$ cat src/rtl/spi_cmd_ctrl.sv
// Register-access command sequencer in front of the 16-bit SPI master: queues
// read/write requests, runs one frame at a time and returns one response per request.
module spi_cmd_ctrl #(
    parameter int FIFO_DEPTH  = 4,
    parameter int FIFO_AW     = 2,
    parameter int TIMEOUT_CYC = 4095,
    parameter int GAP_CYC     = 50
) (
    input  logic        sys_clk,
    input  logic        rst_n,
    input  logic [1:0]  cfg_mode,
    input  logic        req_valid,
    output logic        req_ready,
    input  logic        req_rw,
    input  logic [6:0]  req_addr,
    input  logic [7:0]  req_wdata,
    output logic        rsp_valid,
    output logic [7:0]  rsp_rdata,
    output logic        rsp_err,
    output logic        busy,
    output logic        spi_en,
    output logic [1:0]  spi_mode,
    output logic [15:0] spi_sdata,
    input  logic [15:0] spi_rdata,
    input  logic        spi_done
);

    localparam logic [FIFO_AW:0] LP_DEPTH    = (FIFO_AW + 1)'(FIFO_DEPTH);
    localparam logic [15:0]      LP_TO_LAST  = 16'(TIMEOUT_CYC - 1);
    localparam logic [15:0]      LP_GAP_LAST = 16'(GAP_CYC - 1);

    typedef enum logic [2:0] {
        S_IDLE,
        S_LOAD,
        S_WAIT_DONE,
        S_RESP,
        S_GAP
    } state_t;

    state_t               r_state;
    state_t               w_next;

    logic [15:0]          r_mem [FIFO_DEPTH];
    logic [FIFO_AW-1:0]   r_wr_ptr;
    logic [FIFO_AW-1:0]   r_rd_ptr;
    logic [FIFO_AW:0]     r_count;
    logic [15:0]          r_entry;
    logic [15:0]          r_cnt;
    logic [7:0]           r_rdata;
    logic                 r_err;

    logic                 w_full;
    logic                 w_empty;
    logic                 w_push;
    logic                 w_pop;
    logic                 w_mode_ok;
    logic [15:0]          w_frame;
    logic                 w_unused;

    assign w_full    = (r_count == LP_DEPTH);
    assign w_empty   = (r_count == '0);
    assign w_push    = req_valid && !w_full;
    assign w_pop     = (r_state == S_IDLE) && !w_empty;
    assign w_mode_ok = (cfg_mode == 2'd1) || (cfg_mode == 2'd3);
    assign w_frame   = {r_entry[15], r_entry[14:8], r_entry[15] ? 8'h00 : r_entry[7:0]};
    // Only the low byte of the received frame carries register data.
    assign w_unused  = ^spi_rdata[15:8];

    assign req_ready = !w_full;
    assign busy      = (r_state != S_IDLE) || !w_empty;

    always_ff @(posedge sys_clk) begin
        if (w_push) begin
            r_mem[r_wr_ptr] <= {req_rw, req_addr, req_wdata};
        end
        if (w_pop) begin
            r_entry <= r_mem[r_rd_ptr];
        end
    end

    always_ff @(posedge sys_clk or negedge rst_n) begin
        if (!rst_n) begin
            r_wr_ptr <= '0;
            r_rd_ptr <= '0;
            r_count  <= '0;
        end else begin
            if (w_push) begin
                r_wr_ptr <= r_wr_ptr + 1'b1;
            end
            if (w_pop) begin
                r_rd_ptr <= r_rd_ptr + 1'b1;
            end
            case ({w_push, w_pop})
                2'b10:   r_count <= r_count + 1'b1;
                2'b01:   r_count <= r_count - 1'b1;
                default: r_count <= r_count;
            endcase
        end
    end

    always_ff @(posedge sys_clk or negedge rst_n) begin
        if (!rst_n) begin
            r_state <= S_IDLE;
        end else begin
            r_state <= w_next;
        end
    end

    always_comb begin
        w_next = r_state;
        case (r_state)
            S_IDLE:      if (!w_empty) w_next = S_LOAD;
            S_LOAD:      w_next = w_mode_ok ? S_WAIT_DONE : S_RESP;
            // A completion in the timeout cycle still counts as a good frame.
            S_WAIT_DONE: if (spi_done || (r_cnt == LP_TO_LAST)) w_next = S_RESP;
            S_RESP:      w_next = S_GAP;
            S_GAP:       if (r_cnt == LP_GAP_LAST) w_next = S_IDLE;
            default:     w_next = S_IDLE;
        endcase
    end

    always_ff @(posedge sys_clk or negedge rst_n) begin
        if (!rst_n) begin
            spi_en    <= 1'b0;
            spi_mode  <= 2'd1;
            spi_sdata <= '0;
            r_cnt     <= '0;
            r_rdata   <= '0;
            r_err     <= 1'b0;
            rsp_valid <= 1'b0;
            rsp_rdata <= '0;
            rsp_err   <= 1'b0;
        end else begin
            rsp_valid <= 1'b0;
            case (r_state)
                S_LOAD: begin
                    spi_sdata <= w_frame;
                    spi_mode  <= cfg_mode;
                    r_cnt     <= '0;
                    if (w_mode_ok) begin
                        spi_en <= 1'b1;
                    end else begin
                        r_err   <= 1'b1;
                        r_rdata <= '0;
                    end
                end
                S_WAIT_DONE: begin
                    if (spi_done) begin
                        spi_en  <= 1'b0;
                        r_err   <= 1'b0;
                        r_rdata <= spi_sdata[15] ? spi_rdata[7:0] : 8'h00;
                    end else if (r_cnt == LP_TO_LAST) begin
                        spi_en  <= 1'b0;
                        r_err   <= 1'b1;
                        r_rdata <= '0;
                    end else begin
                        r_cnt <= r_cnt + 16'd1;
                    end
                end
                S_RESP: begin
                    rsp_valid <= 1'b1;
                    rsp_rdata <= r_rdata;
                    rsp_err   <= r_err;
                    r_cnt     <= '0;
                end
                S_GAP: begin
                    r_cnt <= r_cnt + 16'd1;
                end
                default: begin
                end
            endcase
        end
    end

endmodule

$ cat config.mk
export PLATFORM = sky130hd
export DESIGN_NAME = spi_cmd_ctrl
export DESIGN_NICKNAME = d
export VERILOG_FILES = /design/src/rtl/spi_cmd_ctrl.sv
export SDC_FILE = /design/constraint.sdc
export NUM_CORES = 1
export LEC_CHECK = 0
export CAP_MARGIN = 20
export CORE_MARGIN = 4
export CORE_UTILIZATION = 40
export DETAILED_ROUTE_END_ITERATION = 16
export GPL_ROUTABILITY_DRIVEN = 0
export SLEW_MARGIN = 20
export SYNTH_ARGS = -nofsm -noshare
export SYNTH_HDL_FRONTEND = slang
export SYNTH_SLANG_ARGS = --single-unit
$ cat constraint.sdc
create_clock -name sys_clk -period 11.3 [get_ports sys_clk]
set_input_delay 2.26 -clock sys_clk [delete_from_list [all_inputs] [get_ports sys_clk]]
set_output_delay 2.26 -clock sys_clk [all_outputs]
set_load 0.02 [all_outputs]
# After elaboration in Yosys (flattened, before gate mapping)
# Memories as Yosys holds them, arrays and structs flattened. A register that Yosys moved wholly into a read port is not among the register bits.
# Index checks and enable logic that the tools add are counted.
dict set report totals {
  ff_bits 64
  ram_bits 64
  out_inout_bits 31
  word_cells 82
  mem_count 1
}
dict set report classes {
  n_addsub 5
  n_eq_ne 19
  muxes 26
  reduce_logical 18
}
# memory words width read_ports rd_ports_with_merged_regs write_ports line
set mem_list {}
lappend mem_list {r_mem 4 16 1 1 1 43} ;# logic [15:0] r_mem [FIFO_DEPTH];
# operator count
set ops {}
lappend ops {{one-hot mux 16 bit (3 select lines)} 1}
lappend ops {{two-way mux 8 bit} 5}
lappend ops {{two-way mux 16 bit} 2}
lappend ops {{adder 16 x 1 -> 16 bit, second input constant} 1}
lappend ops {{== test 16 x 12 -> 1 bit, second input constant} 1}
lappend ops {{== test 16 x 6 -> 1 bit, second input constant} 1}
lappend ops {{one-hot mux 8 bit (2 select lines)} 1}
lappend ops {{one-hot mux 3 bit (5 select lines)} 1}
lappend ops {{inequality test 2 bit, second input constant} 7}
lappend ops {{AND reduction 3 bit} 4}
lappend ops {{two-way mux 1 bit} 10}
lappend ops {{two-way mux 3 bit} 3}
lappend ops {{== test 3 x 2 -> 1 bit, second input constant} 2}
lappend ops {{== test 3 bit, second input constant} 2}
lappend ops {{zero test 3 bit} 2}
lappend ops {{one-hot mux 3 bit (2 select lines)} 1}
lappend ops {{nonzero test 3 bit} 2}
lappend ops {{adder 2 x 1 -> 2 bit, second input constant} 2}
lappend ops {{== test 2 x 1 -> 1 bit, second input constant} 2}
lappend ops {{== test 2 bit, second input constant} 2}
lappend ops {{one-hot mux 1 bit (2 select lines)} 2}
lappend ops {{nonzero test 2 bit} 2}
lappend ops {{adder 3 x 1 -> 3 bit, second input constant} 1}
lappend ops {{== test 3 x 1 -> 1 bit, second input constant} 1}
lappend ops {{other kinds (6)} 10}

# Depth between registers and ports, before layout
# Gate-level depths: netlist of the first run.
dict set report logic_depth {
  word_depth 5
  depth_mapped 10
  mapped_depth_nobuf 10
}

# Worst setup path after synthesis of the first run
# No wires, ideal clock.
dict set report synth_path {
  path_kind {reg2reg}
  from {reg r_state[2]}
  to {reg r_count[2]}
  arrival_ps 3946
  slack_ps 7275
  stages_incl_launch_ff 10
  period_less_slack_ps 4025
  cell_sequence {dfrtp_1 -> clkbuf_1 -> buf_1 -> nor4_1 -> ha_1 -> inv_1 -> fa_1 -> xor2_1 -> nor2_1 -> xor2_1}
}
dict set report synth_between {
  elab_chain_cells 4
}
# item line
set synth_lines {}
lappend synth_lines {{start, declared} 40} ;# state_t r_state;
lappend synth_lines {{start signal, assigned} 105} ;# r_state <= w_next;
lappend synth_lines {{zero test 3 bit (*)} 63} ;# assign w_pop = (r_state == S_IDLE) && !w_empty;
lappend synth_lines {{logical AND 1 bit (*)} 63}
lappend synth_lines {{via w_pop} 55} ;# logic w_pop;
lappend synth_lines {{== test 2 x 1 -> 1 bit / == test 2 bit (equally long branches)} 93} ;# case ({w_push, w_pop})
lappend synth_lines {{one-hot mux 3 bit (2 select lines) / nonzero test 2 bit (equally long branches)} n/a}
lappend synth_lines {{end signal, assigned} 94} ;# 2'b10: r_count <= r_count + 1'b1;
lappend synth_lines {{end signal, assigned} 95} ;# 2'b01: r_count <= r_count - 1'b1;
lappend synth_lines {{end signal, assigned} 96} ;# default: r_count <= r_count;
lappend synth_lines {{end, declared} 46} ;# logic [FIFO_AW:0] r_count;
# The timed path passes the listed nets; every way through them passes the cells marked *.
# A chain may end at the register's enable or synchronous reset.

# Worst setup path in the final report of the first run
dict set report layout_path {
  from {reg r_state[1]}
  to {out busy}
}
dict set report layout_between {
  elab_chain_cells 2
}
# item line
set layout_lines {}
lappend layout_lines {{nonzero test 3 bit} 70} ;# assign busy = (r_state != S_IDLE) || !w_empty;
lappend layout_lines {{logical OR 1 bit} 70}
lappend layout_lines {{end, declared} 20} ;# output logic busy,
# No other way between the ends.

==> impl_results.md, run 1 <==
- Status: finished, final reports clean
- Post-synthesis sequential element count: 144
- Die Outline Area: 17500 sq um
- Clock slew seen by the registers of the worst setup and hold paths: 60 ps
- Synth Area in XOR/XNOR: 0.00993
- Clock Tree Root: clkbuf_16
- Overall power of the completed layout: 2.06 mW
- Share of final-layout standard cells stronger than drive strength 1: 0.135
- Total count of hold-check failures in the final report: 0
- Cell area after layout: 7510 sq um
- Area of the core: roughly 15000 sq um
- Setup WS pre-CTS: 7140 ps
- # port buffers: 60
- End point of the critical path: busy
- EDFF count, synth: 80
- Biggest fanout along the worst timing path: 23
- Final TNS setup: 0 ps
- Minimum setup slack in the final design: 6740 ps
- Post CTS Setup Buffer Count: 0
- Fmax: 219 MHz
- Commonest cells after routing, fill and taps aside: edfxtp_1 (80), nand2_1 (75), dfrtp_1 (63), clkdlybuf4s50_1 (59), clkbuf_16 (17)
- Share of Yosys cell area claimed by the top area cell type: 0.389
- Worst reg2reg endpoint: r_rdata[5]$_DFFE_PN0P_
- Number of different library cells in the post-synthesis netlist: 54
- Crit path time final: between 4000 and 5000 ps
- Final critical-path share of the clock period: 0.404
- Aggregate global routing overflow: 0
- Final count of pins violating max slew: 0
- Largest net degree at the start of global routing: 65
- Bufs on Longest Clock Path: 2
- Sequential standard cell area: 4010 sq um
- Final setup fails: 0
- Cell count after synthesis: 463
- Worst skew pair latency: ~420 ps
- Number of global-route vias before repair: 4112
- Leading area contributor after synthesis: edfxtp_1
- Path class of the lowest-slack min-delay path: flip-flop to flip-flop
- Multi-input gate area in the final layout: a little under 2000 sq um
- IO Count: 69
- Async set-reset flop share out of synthesis: 0.444
- Main area contributors after synthesis: edfxtp_1 (39%), dfrtp_1 (26%), mux4_2 (5.8%), nand2_1 (4.6%), mux2_2 (1.6%)
- Main combinational cell family by area after synthesis: simple AND/OR/NAND/NOR gates
- Final worst clock skew: slightly above 6 ps
- Max-slew headroom: 0.388
- Drc violations: 0
- Vert. Die Dim: 132 um
- Count of cells resized by post-cts repair: 0
- Count of H-tree levels built during CTS: 4
- Final Net Count: 566
- Pre-antenna DRT Iters: 4
- Crit path max-delay cell type: dfrtp_1
- Total of max-cap violations: 0
- Num CTS Buffers: 17
- Critical path class: flip-flop to primary output
- Launching element type of the critical path: flip-flop
- Post-route antenna net violation count: 0
- Cell Rows: 45
- Starting density of the core: 0.408
- Post-Route Utilization: 0.496
- Routed Wire Length: 12700 um
- R2r startpoint: r_cnt[13]$_DFFE_PN0P_
- Area fraction in compound gates after synthesis: 0.0701
- Area added between synthesis and finish: 21.7%
- Top_reg_cell synth: edfxtp_1
- Initial detailed-routing violation count: approximately 220
- Count of antenna diodes in the layout: 0
- TritonCTS clock tree: built
- Crit path largest cell delay: around 840 ps
- Die Width: 132 um
- CP Cell Sequence: nor2_1 -> nand3b_1 -> clkdlybuf4s50_1
- Wire length of the first global-routing pass: 21000 um
- Share of synthesized area occupied by flip-flops and latches: 0.649
- Nature of the critical path endpoint: primary output
- Via count: between 3000 and 4000
- Area of the mapped netlist: 6170 sq um
- Number of clock sinks: 144
- Static Leak: between 2 and 3 nW
- Maximum resistive drop on vdd: 0.000147 V
- Required time of the worst setup path: 9040 ps
- Synth Warn #: 0
- Total placed instance area: approximately 6900 sq um
- Per-instance average area after synthesis: 13.3 sq um
- Via/cell ratio: 5.33
- Most common library cell in the layout ignoring fill and taps: edfxtp_1
- Number of fill cells in the layout: ~1300
- Cell count of the worst reg-to-reg path: 6
- Number of antenna violations at the first check in global routing: 0
- Global Route Usage Sum: 0.153
- Post-CTS Hold Buffers: 0
- Power density over cell area: 274 nW/um^2
- Crit path launch: r_state[1]$_DFFE_PN0P_
- Mux contribution to synthesized area: 0.0861
- Adder-cell area share of the yosys netlist: 0.0195
- CP Data Arrival Time: approximately 2300 ps
- HPWL after detailed placement: just over 8000 um
- Net Count, Synth: 510
- Reg2Reg Setup Slack: 8600 ps
- Simple-gate share of the synthesized area: 0.136
- Transition at the pin with the smallest max-transition slack: a little over 900 ps
- RSZ-0062 raised after global routing: no
- Detailed-route wire length per cell: 17.6 um
[synth_stat cells, types with 2 or more instances]
library cell and instances:
and4_1 2, inv_1 15, nor3_1 6, nand2b_1 4, a22o_1 9, nor4b_1 2, o31ai_1 2, buf_1 7
nand3_1 7, xnor2_1 3, nand2_1 75, mux4_2 16, nor2_1 16, or2_2 3, a22oi_1 3, edfxtp_1 80
a311oi_1 2, a31oi_1 4, a21oi_1 12, or4_1 2, nand3b_1 10, o211ai_1 4, clkbuf_1 16, buf_2 4
and3_1 8, nand4_1 9, nor2b_1 4, and2_1 3, dfrtp_1 63, o21ai_0 14, buf_6 2, mux2i_1 7
mux2_2 9, nor3b_1 2, ha_1 8, xor2_1 4, nor4_1 8, or4b_2 2
[how the worst min path moves through the flow]
| stage | start | end | slack, ps | cells after the start |
|---|---|---|---|---|
| after floorplan | r_entry[10]$_DFFE_PP_ | spi_sdata[10]$_DFFE_PN0P_ | 410 | 2 |
| after global placement | r_entry[13]$_DFFE_PP_ | spi_sdata[13]$_DFFE_PN0P_ | 430 | 2 |
| final | r_entry[10]$_DFFE_PP_ | spi_sdata[10]$_DFFE_PN0P_ | 440 | 2 |
| after detailed placement | r_entry[10]$_DFFE_PP_ | spi_sdata[10]$_DFFE_PN0P_ | 430 | 2 |
| after CTS | r_entry[10]$_DFFE_PP_ | spi_sdata[10]$_DFFE_PN0P_ | 430 | 2 |
| after global routing | r_entry[10]$_DFFE_PP_ | spi_sdata[10]$_DFFE_PN0P_ | 450 | 2 |
[registers in the layout, indices dropped and copies added, names as in the netlist]
signal,flops
spi_sdata,16
spi_en,1
rsp_err,1
spi_mode,2
r_rd_ptr,2
r_entry,16
rsp_rdata,8
r_state,3
rsp_valid,1
r_err,1
r_wr_ptr,2
r_cnt,16
r_count,3
r_rdata,8
r_mem,64
[power by group]
part | internal, mW | switching, mW | leakage, nW | total [mW]
logic | 0.284 | 0.345 | 1.10 | 0.629
clock network | 0.327 | 0.225 | 0.275 | 0.552
registers | 0.749 | 0.127 | 1.56 | 0.876
total | 1.36 | 0.697 | 2.94 | 2.06
[through the flow]
step	hold slack [ps]	instances
final	435	720
after global routing	455	720
after CTS	431	719
after detailed placement	431	687
after global placement	427	687
after floorplan	415	463
[layout make-up]
cell class,count,share of cell area
flip-flops and latches,144,0.533
multi-input cells,275,0.265
well taps,188,0.0313
inverters,15,0.00749
repair buffers,66,0.0858
clock inverters,15,0.0210
clock buffers,17,0.0566
[worst max-delay path, delay by kind of cell (launching register included)]
family,cells,cell delay (ps)
DFF,1,840
buffers and inverters,1,610
and+or+nand+nor,2,430
[cell families after synthesis]
group,Yosys count
buffers and inverters,44
AO/OA/AOI/OAI,61
flip-flops,144
multiplexers,32
XOR/XNOR,7
AND/OR/NAND/NOR,166
adder cells (fa/ha/maj),9
[metal layers]
metal / vias to the layer above / track usage / part of all wire
met2: 92 / 0.262 / 0.51
met1: 1900 / 0.186 / 0.43
met4: 0 / 0.0479 / 0.014
li1: 1831 / - / -
met5: - / 0 / 0
met3: 15 / 0.0473 / 0.050
Power figures use the tool's default switching activity.
==> run 2, diff against run 1 <==
==> constraint.sdc (replaced) <==
create_clock -name sys_clk -period 4.35 [get_ports sys_clk]
set_input_delay 0.87 -clock sys_clk [delete_from_list [all_inputs] [get_ports sys_clk]]
set_output_delay 0.87 -clock sys_clk [all_outputs]
set_load 0.02 [all_outputs]
==> run 2 against run 1 <==
Net effect:
- critical path depth unchanged
- sequential share of layout area decreased by 0.20 points
- via count increased by 1.2%
- worst hold slack improved by 4.9 ps
- setup slack got worse by 5600 ps
- sequential power increased to 2.7 times the previous value
- routed wire length increased by 0.27%
- global-route usage increased by 0.087 points
- highest routed layer unchanged
- largest power group unchanged
- register-to-register slack got worse by 6900 ps
- die area unchanged
- clock skew increased by 10 ps
- utilization increased by 0.20 points
==> impl_results.md, run 2 (synthesized netlist as in run 1, its figures left out) <==
- Status: finished, final reports clean
- Via/cell ratio: 5.40 (+1.4%)
- Static Leak: 2.95 nW (+0.59%)
- Transition at the pin with the smallest max-transition slack: 893 ps (-25.3 ps)
- Commonest cells after routing, fill and taps aside: edfxtp_1 (80), nand2_1 (75), dfrtp_1 (62), clkdlybuf4s50_1 (59), clkbuf_16 (17)
- Post CTS Setup Buffer Count: 0 (unchanged)
- Share of final-layout standard cells stronger than drive strength 1: 0.139 (+0.00402)
- Biggest fanout along the worst timing path: 23 (unchanged)
- Count of antenna diodes in the layout: 0 (unchanged)
- Power density over cell area: 720 nW/um^2 (+160%)
- Met3 track utilization from global routing: 0.0378 (-0.00954)
- Crit path time final: 3230 ps
- Reg2Reg Setup Slack: 1700 ps (-6900 ps)
- Met1 global-route usage: 0.191 (+0.00573)
- TritonCTS clock tree: built
- Number of global-route vias before repair: 3948 (-4.0%)
- CP Data Arrival Time: 2360 ps (+60 ps)
- Die Width: 132 um (unchanged)
- Via count: 3885 (+1.2%)
- Total placed instance area: 6920 sq um (about the same)
- Clock Tree Root: clkbuf_16
- Vert. Die Dim: 132 um (unchanged)
- Worst reg2reg endpoint: r_cnt[14]$_DFFE_PN0P_
- Worst skew pair latency: 430 ps (about the same)
- Critical path class: flip-flop to primary output
- Global Route Usage Sum: 0.154 (+0.000871)
- Clock slew seen by the registers of the worst setup and hold paths: 60 ps (about the same)
- Most common library cell in the layout ignoring fill and taps: edfxtp_1
- Final worst clock skew: 16.6 ps (+10.4 ps)
- Number of clock sinks: 144 (unchanged)
- Final critical-path share of the clock period: 0.743
- Post-Route Utilization: 0.498 (+0.00198)
- Maximum resistive drop on vdd: 0.000432 V (+190%)
- R2r startpoint: r_state[1]$_DFFE_PN0P_
- Pre-antenna DRT Iters: 4 (unchanged)
- HPWL after detailed placement: 8270 um (+1.5%)
- Cell area after layout: 7540 sq um (+0.40%)
- Wire length of the first global-routing pass: 20900 um (-0.43%)
- Most crowded layer after global routing: met2
- Hold endpoint: spi_sdata[13]$_DFFE_PN0P_
- Hold path start: r_entry[13]$_DFFE_PP_
- Post-CTS Hold Buffers: 0 (unchanged)
- Path class of the lowest-slack min-delay path: flip-flop to flip-flop
- Aggregate global routing overflow: 0 (unchanged)
- Drc violations: 0 (unchanged)
- Required time of the worst setup path: 3480 ps (-5560 ps)
- Routed Wire Length: 12700 um (+0.27%)
- Area of the core: 15100 sq um (unchanged)
- Total of max-cap violations: 0 (unchanged)
- Max-slew headroom: 0.405 (+0.0169)
- Largest net degree at the start of global routing: 48 (-26%)
- Die Outline Area: 17500 sq um (unchanged)
- Hold path cells: 2 (unchanged)
- # port buffers: 60 (unchanged)
- Flip-flop count of the largest register, all copies and words added: 64 (unchanged)
- Post-route antenna net violation count: 0 (unchanged)
- Bufs on Longest Clock Path: 2 (unchanged)
- Met2 track utilization from global routing: 0.256 (-0.00599)
- Starting density of the core: 0.408 (unchanged)
- Cell Rows: 45 (unchanged)
- Detailed-route wire length per cell: 17.7 um (+0.41%)
- Hold slack final: 440 ps (+4.87 ps)
- Largest Register: r_mem
- Count of cells resized by post-cts repair: 0 (unchanged)
- Num CTS Buffers: 17 (unchanged)
- Fmax: 309 MHz
- Final setup fails: 0 (unchanged)
- Nature of the critical path endpoint: primary output
- IO Count: 69 (unchanged)
- Final Net Count: 565 (-0.18%)
- Count of H-tree levels built during CTS: 4 (unchanged)
- RSZ-0062 raised after global routing: no
- Area added between synthesis and finish: 22.2%
- Total count of hold-check failures in the final report: 0 (unchanged)
- Number of antenna violations at the first check in global routing: 0 (unchanged)
- Overall power of the completed layout: 5.43 mW (+160%)
- Final count of pins violating max slew: 0 (unchanged)
- Launching element type of the critical path: flip-flop
- Initial detailed-routing violation count: 276 (+23%)
- Cell count of the worst reg-to-reg path: 4 (-2)
- Final TNS setup: 0 ps (unchanged)
[run 2: how the worst max path moves through the flow]
stage / from / to / cells past startpoint
final: r_state[1]$_DFFE_PN0P_ / busy / 3
after global placement: spi_done / r_cnt[14]$_DFFE_PN0P_ / 7
after CTS: r_state[0]$_DFFE_PN0P_ / busy / 3
after detailed placement: r_state[0]$_DFFE_PN0P_ / busy / 3
after global routing: r_state[0]$_DFFE_PN0P_ / busy / 3
after floorplan: r_state[2]$_DFFE_PN0P_ / r_count[2]$_DFFE_PN0P_ / 9
[run 2: layer usage]
layer,wire length (um),vias to the layer above,part of all wire
met1,5510,1935,0.43
met3,526,23,0.041
li1,-,1826,-
met5,0,-,0
met4,277,0,0.022
met2,6400,101,0.50
[run 2: per-stage QoR]
stage / worst slack, ps / instances
CTS: 1080 / 719
global route: 989 / 719
floorplan: 325 / 463
finish: 1120 / 719
detailed placement: 1570 / 687
global placement: 1610 / 687
[run 2: area by class of cell]
cell class	instances	area [sq um]
tap	188	235
clock buffer	17	425
clock inverter	15	195
multi-input combinational	275	1990
inverter	15	56.3
fill	1288	7600
timing repair buffer	65	636
sequential	144	4010
[run 2: critical path: stages (launching register included)]
cell	delay, ps
dfrtp_1	850
nor2_1	280
nand3b_1	190
clkdlybuf4s50_1	620
[run 2: report_power, final]
part,switching [mW],leakage (nW),internal [mW]
Combinational,0.842,1.09,0.732
Sequential,0.388,1.56,1.94
Clock,0.602,0.299,0.921
Total,1.83,2.95,3.60
